==> src/rtl/s100_pkg.sv <==
// Shared types and constants for the S100 off-board memory cycle generator.
package s100_pkg;

   localparam int S100_ADR_W  = 16;
   localparam int S100_DATA_W = 8;

   localparam logic [S100_DATA_W-1:0] S100_FLOAT_DATA = 8'hFF;

   typedef enum logic [1:0] {
      IDLE,
      SYNC,
      STROBE,
      DONE
   } s100_state_t;

endpackage

==> src/rtl/s100_rdy_sync.sv <==
// Two-flop synchronizer for one asynchronous S100 ready line.
module s100_rdy_sync (
   input  logic clock,
   input  logic reset,
   input  logic async_in,
   output logic sync_out
);

   logic meta;

   always_ff @(posedge clock) begin
      if (reset) begin
         meta     <= 1'b0;
         sync_out <= 1'b0;
      end else begin
         meta     <= async_in;
         sync_out <= meta;
      end
   end

endmodule

==> src/rtl/s100_mem_cycle.sv <==
// Runs an S100 memory read/write cycle for CPU accesses no on-board device claims,
// holding the CPU in wait until the slave is ready or the strobe phase times out.
module s100_mem_cycle
   import s100_pkg::*;
#(
   parameter int STROBE_MIN = 2,
   parameter int TIMEOUT    = 255
) (
   input  logic                   clock,
   input  logic                   reset,
   input  logic                   req_rd,
   input  logic                   req_wr,
   input  logic                   local_sel,
   input  logic [S100_ADR_W-1:0]  address,
   input  logic [S100_DATA_W-1:0] wr_data,
   output logic [S100_DATA_W-1:0] rd_data,
   output logic                   cpu_wait,
   output logic [S100_ADR_W-1:0]  s100_adr,
   output logic [S100_DATA_W-1:0] s100_dout,
   input  logic [S100_DATA_W-1:0] s100_din,
   output logic                   s100_sync,
   output logic                   s100_smemr,
   output logic                   s100_pdbin,
   output logic                   s100_pwr_n,
   input  logic                   s100_rdy,
   input  logic                   s100_xrdy,
   output logic                   bus_timeout
);

   localparam logic [7:0] STROBE_MIN_C = 8'(STROBE_MIN);
   localparam logic [7:0] TIMEOUT_C    = 8'(TIMEOUT);

   s100_state_t state;
   logic [7:0]  count;
   logic        dir_rd;
   logic        rdy_s;
   logic        xrdy_s;
   logic        ready;
   logic        start;

   s100_rdy_sync u_rdy_sync (
      .clock    (clock),
      .reset    (reset),
      .async_in (s100_rdy),
      .sync_out (rdy_s)
   );

   s100_rdy_sync u_xrdy_sync (
      .clock    (clock),
      .reset    (reset),
      .async_in (s100_xrdy),
      .sync_out (xrdy_s)
   );

   assign ready = rdy_s & xrdy_s;
   assign start = (req_rd | req_wr) & ~local_sel;

   // Outputs are set on the transition into each state so every pin is a flop.
   always_ff @(posedge clock) begin
      if (reset) begin
         state       <= IDLE;
         count       <= 8'd0;
         dir_rd      <= 1'b0;
         rd_data     <= S100_FLOAT_DATA;
         cpu_wait    <= 1'b0;
         s100_adr    <= '0;
         s100_dout   <= '0;
         s100_sync   <= 1'b0;
         s100_smemr  <= 1'b0;
         s100_pdbin  <= 1'b0;
         s100_pwr_n  <= 1'b1;
         bus_timeout <= 1'b0;
      end else begin
         case (state)
            IDLE: begin
               if (start) begin
                  state      <= SYNC;
                  dir_rd     <= req_rd;
                  s100_adr   <= address;
                  s100_dout  <= wr_data;
                  s100_sync  <= 1'b1;
                  s100_smemr <= req_rd;
                  cpu_wait   <= 1'b1;
               end
            end

            SYNC: begin
               state      <= STROBE;
               count      <= 8'd1;
               s100_sync  <= 1'b0;
               s100_pdbin <= dir_rd;
               s100_pwr_n <= dir_rd;
            end

            // Ready is checked before timeout so a late ready still returns real data.
            STROBE: begin
               if (count >= STROBE_MIN_C && ready) begin
                  state      <= DONE;
                  s100_pdbin <= 1'b0;
                  s100_pwr_n <= 1'b1;
                  s100_smemr <= 1'b0;
                  cpu_wait   <= 1'b0;
                  if (dir_rd) begin
                     rd_data <= s100_din;
                  end
               end else if (count == TIMEOUT_C) begin
                  state       <= DONE;
                  s100_pdbin  <= 1'b0;
                  s100_pwr_n  <= 1'b1;
                  s100_smemr  <= 1'b0;
                  cpu_wait    <= 1'b0;
                  bus_timeout <= 1'b1;
                  if (dir_rd) begin
                     rd_data <= S100_FLOAT_DATA;
                  end
               end else begin
                  count <= count + 8'd1;
               end
            end

            DONE: begin
               if (!req_rd && !req_wr) begin
                  state <= IDLE;
               end
            end

            default: begin
               state <= IDLE;
            end
         endcase
      end
   end

endmodule

==> config.mk <==
export PLATFORM = sky130hd
export DESIGN_NAME = s100_mem_cycle
export DESIGN_NICKNAME = d
export VERILOG_FILES = /design/src/rtl/s100_pkg.sv /design/src/rtl/s100_rdy_sync.sv /design/src/rtl/s100_mem_cycle.sv
export SDC_FILE = /design/constraint.sdc
export NUM_CORES = 1
export LEC_CHECK = 0
export BUFFER_PORTS_ARGS = -buffer_cell sky130_fd_sc_hd__buf_2
export CORE_AREA = 4 4 74 76
export CTS_BUF_LIST = sky130_fd_sc_hd__clkbuf_8
export DETAILED_ROUTE_END_ITERATION = 16
export DIE_AREA = 0 0 78 80
export PLACE_DENSITY_LB_ADDON = 0.08
export SETUP_SLACK_MARGIN = 0.02
export SYNTH_ARGS = -nofsm -noshare
export SYNTH_HDL_FRONTEND = slang
export SYNTH_SLANG_ARGS = --single-unit
export TNS_END_PERCENT = 1
==> constraint.sdc <==
create_clock -name clock -period 2.1 [get_ports clock]
set_input_delay 0.105 -clock clock [delete_from_list [all_inputs] [get_ports clock]]
set_output_delay 0.105 -clock clock [all_outputs]
set_load 0.05 [all_outputs]
==> reports/summary.txt, run 1 <==
status -> finished clean
ys flop type -> dfxtp_1
worst relative slew slack -> 0.766
final number of hold-violating endpoints -> 0
Post-synth EDFFs -> 0
hold buffer count at CTS -> 0
vias -> 1918
WP data required -> 2.33 ns
Core Area -> 4720 um^2
Yosys warnings -> 0
unrepaired setup endpoints after global routing -> false
Setup-failing EPs final -> 0
Clock Tree Buf Depth -> 2
worst hold-check path type -> input pin to flip-flop
FMAX -> 532 MHz
R2R Setup Slk -> 0.22 ns
Starting Density -> 0.450
critical path type -> flip-flop to flip-flop
die height -> 80 um
largest net degree at the start of global routing -> 32
area share of the largest cell type after synthesis -> 0.499
Synth Cell Area -> 2130 um^2
nets -> 362
first-pass GRT wire length -> 8.45 mm
area grow syn2layout -> 23.6%
gpl congestion -> 0.852
CTS HTree Levels -> 2
Yosys cell types -> 40
Total Wirelength -> 4.95 mm
Critical Path Fanout Max -> 6
top post-synthesis cells by count -> nand2_1, dfxtp_1, a21oi_1
area of the die -> 6240 um^2
GRT overflow -> 0
die width -> 78 um
Final period util -> 0.896
Setup Skew -> 0.00459 ns
row cnt -> 25
max-slew violation count -> 0
post-DR vias/cell -> 5.01
minimum clock period -> 1.88 ns
Mapped Nets -> 290
DP Worst Slack -> 0.247 ns
MaxCap Viol Count -> 0
initial antenna violation count -> 0
post-route setup slack -> 0.219 ns
Post CTS Setup Buffer Count -> 0
CTS resizes -> 0
ANT nets after route -> 0
P_leak -> 1.14 nW
gr usage total -> 0.165
DR WL/cell -> 12.9 um
Worst EP arrival -> 2.11 ns
worst hold margin -> 0.0136 ns
Clock Latency Late Sink -> 0.29 ns
ANT cells -> 0
Area contributors post-synth -> dfxtp_1, nand2_1, a21oi_1
Critical Path End Type -> flip-flop
Syn Inst Count -> 245
IO buf count -> 76
# DRC -> 0
io pins -> 77
Critical Path Source Type -> flip-flop
asr flop ratio synth -> 0
pwr/cell area -> 875 nW/um^2
Clock Sinks -> 53
CTS root buf -> clkbuf_8
Setup TNS Final -> 0 ns
CTS tree -> yes
most frequent cell after synthesis -> nand2_1
Seq/Total Area, Yosys -> 0.499
Worst-Margin Slew -> 0.348 ns
number of buffers created by CTS -> 5
FF+latch count, synth -> 53
layout cells sized above 1 -> 0.301
Avg Cell Area, Syn -> 8.68 um^2
leading area contributor after synthesis -> dfxtp_1
placed wire-length estimate -> 3.49 mm
CTS clock-pin slew for the worst setup and hold paths -> 0.09 ns
VDD IR max -> 0.476 mV
vias in the first global route -> 1869
drt first pass iters -> 4
Final Util -> 0.557
DRT iter0 DRCs -> 114
[sequential cells by signal (all words and copies together), names as in the netlist, 2 cells and up]
name,cells
s100_adr,16
count,8
rd_data,8
s100_dout,8
state,2
[placed cells by master, fill, tap and decap left out, types with 2 or more instances in the layout]
cell type   n
clkbuf_8    5
nor2b_1     5
a21oi_1    37
nor2_1     10
o21a_1      3
o21ai_0     6
or4_1       2
or3_1       2
o22a_1      8
nor3_1      2
buf_4       3
xnor2_1     3
nand3_1     3
inv_1       6
nand2_1    60
buf_2      76
nand4_1     3
dfxtp_1    53
and3_1      2
ha_1        6
[worst paths after layout]
path | startpoint | end | cells after the start
worst max-delay path | count[0] | count[6] | 7
worst min register to register | u_xrdy_sync.meta | u_xrdy_sync.sync_out | 1
worst min-delay path | s100_din[5] | rd_data[5] | 2
worst max register to register | count[0] | count[6] | 7
[per-stage QoR]
stage / power [mW] / cells / area (um^2)
3_5_place_dp: 1.81 / 377 / 2550
6_report: 2.30 / 383 / 2630
5_1_grt: 2.45 / 383 / 2630
2_1_floorplan: 1.64 / 245 / 2130
4_1_cts: 2.34 / 383 / 2630
3_3_place_gp: 1.80 / 377 / 2550
[layout make-up]
class	instances	area [um^2]
Sequential cell	53	1060
Inverter	6	22.5
Timing Repair Buffer	79	403
Clock buffer	5	68.8
Tap cell	67	83.8
Fill cell	433	2090
Multi-Input combinational cell	172	985
Clock inverter	1	5.00
[worst max-delay path, cell delays in order (launching register included)]
cell and delay (ns):
dfxtp_1 0.39, inv_1 0.08, ha_1 0.20, nor4_2 0.20, a21o_2 0.24, a21oi_2 0.09
or4_1 0.47, a21oi_1 0.15
[logic make-up after synthesis]
family | Yosys count | synth area share
multiplexers | 1 | 0.00471
AO/OA/AOI/OAI | 65 | 0.189
adder cells (fa/ha/maj) | 6 | 0.0353
flip-flops | 53 | 0.499
buffers and inverters | 20 | 0.0382
XOR/XNOR | 3 | 0.0124
AND/OR/NAND/NOR | 97 | 0.222
[metal layers]
layer	share of wire	GRT usage
met1	0.45	0.199
met2	0.48	0.285
met3	0.066	0.0530
met4	0.0051	0.0367
met5	0	0
[power breakdown]
group          internal (mW)  switching (mW)  total, mW
registers               1.08          0.0451       1.13
clock network          0.220           0.295      0.515
logic                  0.194           0.461      0.655
total                   1.50           0.802       2.30
No activity file was read; power rests on OpenSTA's default activity.
==> run 2: changes to the inputs <==
CORE_AREA = 4 4 73 75   (was 4 4 74 76)
DIE_AREA = 0 0 77 79   (was 0 0 78 80)
PLACE_DENSITY = 0.82   (was unset)
PLACE_DENSITY_LB_ADDON = unset   (was 0.08)
SYNTH_HIERARCHICAL = 1   (was unset)
==> run 2 against run 1 <==
Effect of this change:
- via count down 1.2%
- worst setup slack worse by 0.078 ns
- largest cell class unchanged
- sequential cell count unchanged
- first-iteration DRC count down 23%
- sequential share of layout area up 0.39 points
- hold slack better by 0.0047 ns
- final area down 0.95%
- clock-buffer cell count unchanged
==> reports/summary.txt, run 2 <==
status -> finished clean
placed insts -> 363
Clock Tree Buf Depth -> 2
io pins -> 77
initial antenna violation count -> 0
leading area contributor after synthesis -> dfxtp_1
WP data required -> 2.33 ns
Worst EP arrival -> 2.19 ns
area of the die -> 6080 um^2
Syn Inst Count -> 241
DRT iter0 DRCs -> 88
area grow syn2layout -> 25.5%
Post-synth EDFFs -> 0
P_leak -> 1.12 nW
Clock power frac -> 0.237
max reg flops -> 16
Core Area -> 4660 um^2
Compound-Gate Fraction of Synth Area -> 0.178
power share of the combinational group -> 0.278
CTS resizes -> 0
Synth Cell Area -> 2070 um^2
Final period util -> 0.933
VDD IR max -> 0.621 mV
switching portion of total power -> 0.354
minimum clock period -> 1.96 ns
Avg Cell Area, Syn -> 8.61 um^2
Critical Path Fanout Max -> 8
post-synthesis mux area share -> 0.00483
Clock Latency Late Sink -> 0.29 ns
Critical-path top delay cell -> or4_1
placed wire-length estimate -> 3.58 mm
pwr/cell area -> 893 nW/um^2
Adder-Cell Fraction of Synth Area -> 0.0362
Setup Skew -> 0.00468 ns
largest family of logic cells by synthesized area -> simple AND/OR/NAND/NOR gates
worst hold-check path type -> input pin to flip-flop
Setup TNS Final -> 0 ns
Starting Density -> 0.445
sequential power share -> 0.485
CTS clock-pin slew for the worst setup and hold paths -> 0.09 ns
row cnt -> 25
drt first pass iters -> 4
final std cells w/o fill -> 371
Setup-failing EPs final -> 0
asr flop ratio synth -> 0
Critical Path End Type -> flip-flop
Post-Synth Simple-Gate Area -> 0.217
worst relative slew slack -> 0.506
first-pass GRT wire length -> 8.38 mm
top post-synthesis cells by count -> nand2_1, dfxtp_1, a21oi_1
Yosys warnings -> 6
final number of hold-violating endpoints -> 0
internal power -> 1.50 mW
IO buf count -> 76
Worst Path Buf+Inv -> 1
gpl congestion -> 0.811
Post CTS Setup Buffer Count -> 0
Largest Register -> s100_adr
area share of the largest cell type after synthesis -> 0.511
ys flop type -> dfxtp_1
DR WL/cell -> 13.2 um
MaxCap Viol Count -> 0
most frequent cell after synthesis -> nand2_1
most frequent cells in the layout -> buf_2, nand2_1, dfxtp_1
CTS HTree Levels -> 2
Sw Pwr -> 0.824 mW
FMAX -> 510 MHz
max-slew violation count -> 0
FF+latch count, synth -> 53
die height -> 79 um
gr usage total -> 0.167
Seq/Total Area, Yosys -> 0.511
R2R Setup Slk -> 0.14 ns
vias in the first global route -> 1915
critical path type -> flip-flop to flip-flop
# DRC -> 0
CP delay by family, top -> simple AND/OR/NAND/NOR gates
Total Wirelength -> 4.90 mm
GRT overflow -> 0
Yosys cell types -> 36
largest net degree at the start of global routing -> 43
CTS root buf -> clkbuf_8
CP peak stage delay -> 0.48 ns
Mapped Nets -> 286
xor/xnor cell area share of the yosys netlist -> 0.0169
crit-path cells -> inv_1 -> ha_1 -> nor4_4 -> a21oi_2 -> or2_4 -> or4_1 -> a21oi_1
post-DR vias/cell -> 5.11
ANT nets after route -> 0
unrepaired setup endpoints after global routing -> true
Area contributors post-synth -> dfxtp_1, nand2_1, a21oi_1
nets -> 361
Worst-Margin Slew -> 0.740 ns
Clock Sinks -> 53
die width -> 77 um
Critical Path Source Type -> flip-flop
layout cells sized above 1 -> 0.290
vias -> 1895
ANT cells -> 0
hold buffer count at CTS -> 0
CTS tree -> yes
commonest non-fill, non-tap cell in the layout -> buf_2
number of buffers created by CTS -> 5
-- run 2: final cells by class --
class	count	area, um^2
inverter	6	22.5
tap	54	67.6
timing repair buffer	80	410
sequential	53	1060
multi-input combinational	170	955
clock buffer	5	68.8
clock inverter	3	18.8
fill	419	2060
-- run 2: metal layers --
| layer | up-vias | GRT usage | routed length [um] |
|---|---|---|---|
| met5 | - | 0 | 0 |
| met4 | 0 | 0.0605 | 66 |
| met3 | 8 | 0.0374 | 239 |
| met2 | 46 | 0.306 | 2500 |
| met1 | 870 | 0.190 | 2090 |
| li1 | 971 | - | - |
-- run 2: power groups by stage --
| stage | logic [mW] | registers, mW | clock network (mW) |
|---|---|---|---|
| CTS | 0.647 | 1.13 | 0.568 |
| detailed placement | 0.645 | 1.15 | 0 |
| floorplan | 0.266 | 1.35 | 0 |
| global route | 0.713 | 1.14 | 0.610 |
| global placement | 0.639 | 1.15 | 0 |
| finish | 0.646 | 1.13 | 0.550 |
-- run 2: final timing paths --
kind	from	to	depth (start not counted)
setup reg to reg	count[0]	count[6]	7
hold / removal	s100_rdy	u_rdy_sync/meta	2
hold reg to reg	bus_timeout	bus_timeout	2
setup / recovery	count[0]	count[6]	7
-- run 2: cells by family after synthesis --
group                      count (synthesis)
buffers and inverters                     18
DFF                                       53
AOI/OAI and AO/OA                         62
adders and majority gates                  6
xor gates and xnor gates                   4
muxes                                      1
and+or+nand+nor                           97
-- run 2: metrics by stage --
stage | hold WS (ns) | total power [mW] | cell area (um^2) | util | worst slack [ns]
2_1_floorplan | 0.177 | 1.62 | 2070 | - | 0.119
3_3_place_gp | 0.313 | 1.79 | 2500 | 0.537 | 0.176
3_5_place_dp | 0.325 | 1.80 | 2500 | 0.537 | 0.0722
4_1_cts | 0.0145 | 2.34 | 2590 | 0.556 | 0.0556
5_1_grt | 0.0217 | 2.46 | 2600 | 0.559 | 0.0127
6_report | 0.0183 | 2.33 | 2600 | 0.559 | 0.141
-- run 2: worst reg2reg max path, cell delays in order, from the launching register on --
cell     delay [ns]
dfxtp_1        0.39
inv_1          0.08
ha_1           0.23
nor4_4         0.17
a21oi_2        0.13
or2_4          0.29
or4_1          0.48
a21oi_1        0.15
==> run 3: changes to the inputs <==
SETUP_SLACK_MARGIN = 0.5   (was 0.02)
==> run 3 against run 2 <==
Effect of this change:
- sequential share of layout area shrank 1.7 points
- critical path depth stayed put
- sequential power hardly changed
- worst setup slack improved by 0.22 ns
- sequential cell count did not move
- critical path type unchanged
==> reports/summary.txt, run 3 (synthesis results as in run 2) <==
status -> finished clean
IO buf count -> 76
first-pass GRT wire length -> 8.61 mm
# DRC -> 0
CTS root buf -> clkbuf_8
Total Wirelength -> 5.12 mm
ANT cells -> 0
Final Util -> 0.585
CTS HTree Levels -> 2
die height -> 79 um
vias in the first global route -> 1990
critical path type -> flip-flop to flip-flop
gpl congestion -> 0.870
commonest non-fill, non-tap cell in the layout -> buf_2
fin area -> 2730 um^2
VDD IR max -> 0.635 mV
nets -> 367
area of the die -> 6080 um^2
FMAX -> 575 MHz
most frequent cells in the layout -> buf_2, nand2_1, dfxtp_1
worst hold-check path type -> input pin to flip-flop
Clock Tree Buf Depth -> 2
io pins -> 77
Critical-path top delay cell -> or4_1
placed wire-length estimate -> 3.71 mm
pwr/cell area -> 883 nW/um^2
Largest Register -> s100_adr
Critical Path Source Type -> flip-flop
P_leak -> 1.16 nW
placed insts -> 364
Core Area -> 4660 um^2
layout cells sized above 1 -> 0.351
ANT nets after route -> 0
most common cell type on the critical path -> a21oi_2
placed inst area -> 2540 um^2
Setup Skew -> 0.00436 ns
Starting Density -> 0.445
WP data required -> 2.35 ns
worst relative slew slack -> 0.743
row cnt -> 25
max reg flops -> 16
Critical Path End Type -> flip-flop
minimum clock period -> 1.74 ns
final number of hold-violating endpoints -> 0
vias -> 1934
Critical Path Fanout Max -> 7
hold buffer count at CTS -> 0
CP peak stage delay -> 0.42 ns
DR WL/cell -> 13.6 um
Worst Path Buf+Inv -> 1
Setup TNS Final -> 0 ns
DRT iter0 DRCs -> 121
GRT overflow -> 0
largest net degree at the start of global routing -> 30
initial antenna violation count -> 0
number of buffers created by CTS -> 5
Worst-Margin Slew -> 0.382 ns
Clock Sinks -> 53
Final period util -> 0.828
CTS tree -> yes
area grow syn2layout -> 31.5%
Filler cells -> 426
Worst EP arrival -> 1.99 ns
MaxCap Viol Count -> 0
die width -> 77 um
Clock Latency Late Sink -> 0.30 ns
Setup-failing EPs final -> 0
gr usage total -> 0.174
drt first pass iters -> 4
crit-path cells -> inv_2 -> ha_4 -> nor4_4 -> a21oi_2 -> or2_4 -> or4_1 -> a21oi_2
final std cells w/o fill -> 376
CP delay by family, top -> simple AND/OR/NAND/NOR gates
unrepaired setup endpoints after global routing -> true
max-slew violation count -> 0
CTS clock-pin slew for the worst setup and hold paths -> 0.09 ns
post-DR vias/cell -> 5.14
## run 3: changes by cell type in the layout (fill, tap and decap cells not counted), sizes merged
cell	previous run	this run
clkinvlp	2	1
inv	7	6
clkbuf	5	6
buf	80	86
## run 3: path summary, 6_finish.rpt
| kind | start | end | slack (ns) | cells after the start |
|---|---|---|---|---|
| setup / recovery | count[0] | count[6] | 0.36 | 7 |
| hold / removal | s100_rdy | u_rdy_sync/meta | 0.02 | 2 |
| setup reg to reg | count[0] | count[6] | 0.36 | 7 |
| hold reg to reg | u_rdy_sync/meta | u_rdy_sync/sync_out | 0.44 | 1 |
## run 3: repair_timing
action	in CTS	in global routing
pin swaps	5	0
endpoints found under the setup margin	22	47
resized for setup	13	1
gates cloned	0	0
setup buffers	5	0
endpoints found under the hold margin	0	0
## run 3: final cells by class
cell class / instances / area [um^2] / share of cell area
clock buffer: 6 / 82.6 / 0.0303
tap: 54 / 67.6 / 0.0248
clock inverter: 1 / 7.51 / 0.00275
sequential: 53 / 1070 / 0.391
multi-input combinational: 170 / 1030 / 0.376
timing repair buffer: 86 / 455 / 0.167
inverter: 6 / 22.5 / 0.00826
## run 3: worst register-to-register path, cell delays in order, from the launching register on
cell     delay [ns]
dfxtp_2        0.36
inv_2          0.06
ha_4           0.16
nor4_4         0.17
a21oi_2        0.11
or2_4          0.28
or4_1          0.42
a21oi_2        0.14
## run 3: metal layers
metal  share of wire  track usage  wire (um)
met4           0.018       0.0765         94
met3           0.048       0.0442        246
met5               0            0          0
met1            0.41        0.189       2100
met2            0.52        0.319       2680
## run 3: per-stage QoR
step	hold WS, ns	total power [mW]	setup slack (ns)
after detailed placement	0.326	1.81	0.186
after CTS	0.0153	2.42	0.409
after global placement	0.318	1.80	0.254
after floorplan	0.177	1.63	0.294
after global routing	0.0160	2.54	0.252
final	0.0228	2.41	0.361
## run 3: where the power goes
part,switching (mW),internal [mW],leakage (nW)
Combinational,0.480,0.222,0.677
Clock,0.311,0.261,0.0433
Sequential,0.0490,1.09,0.434
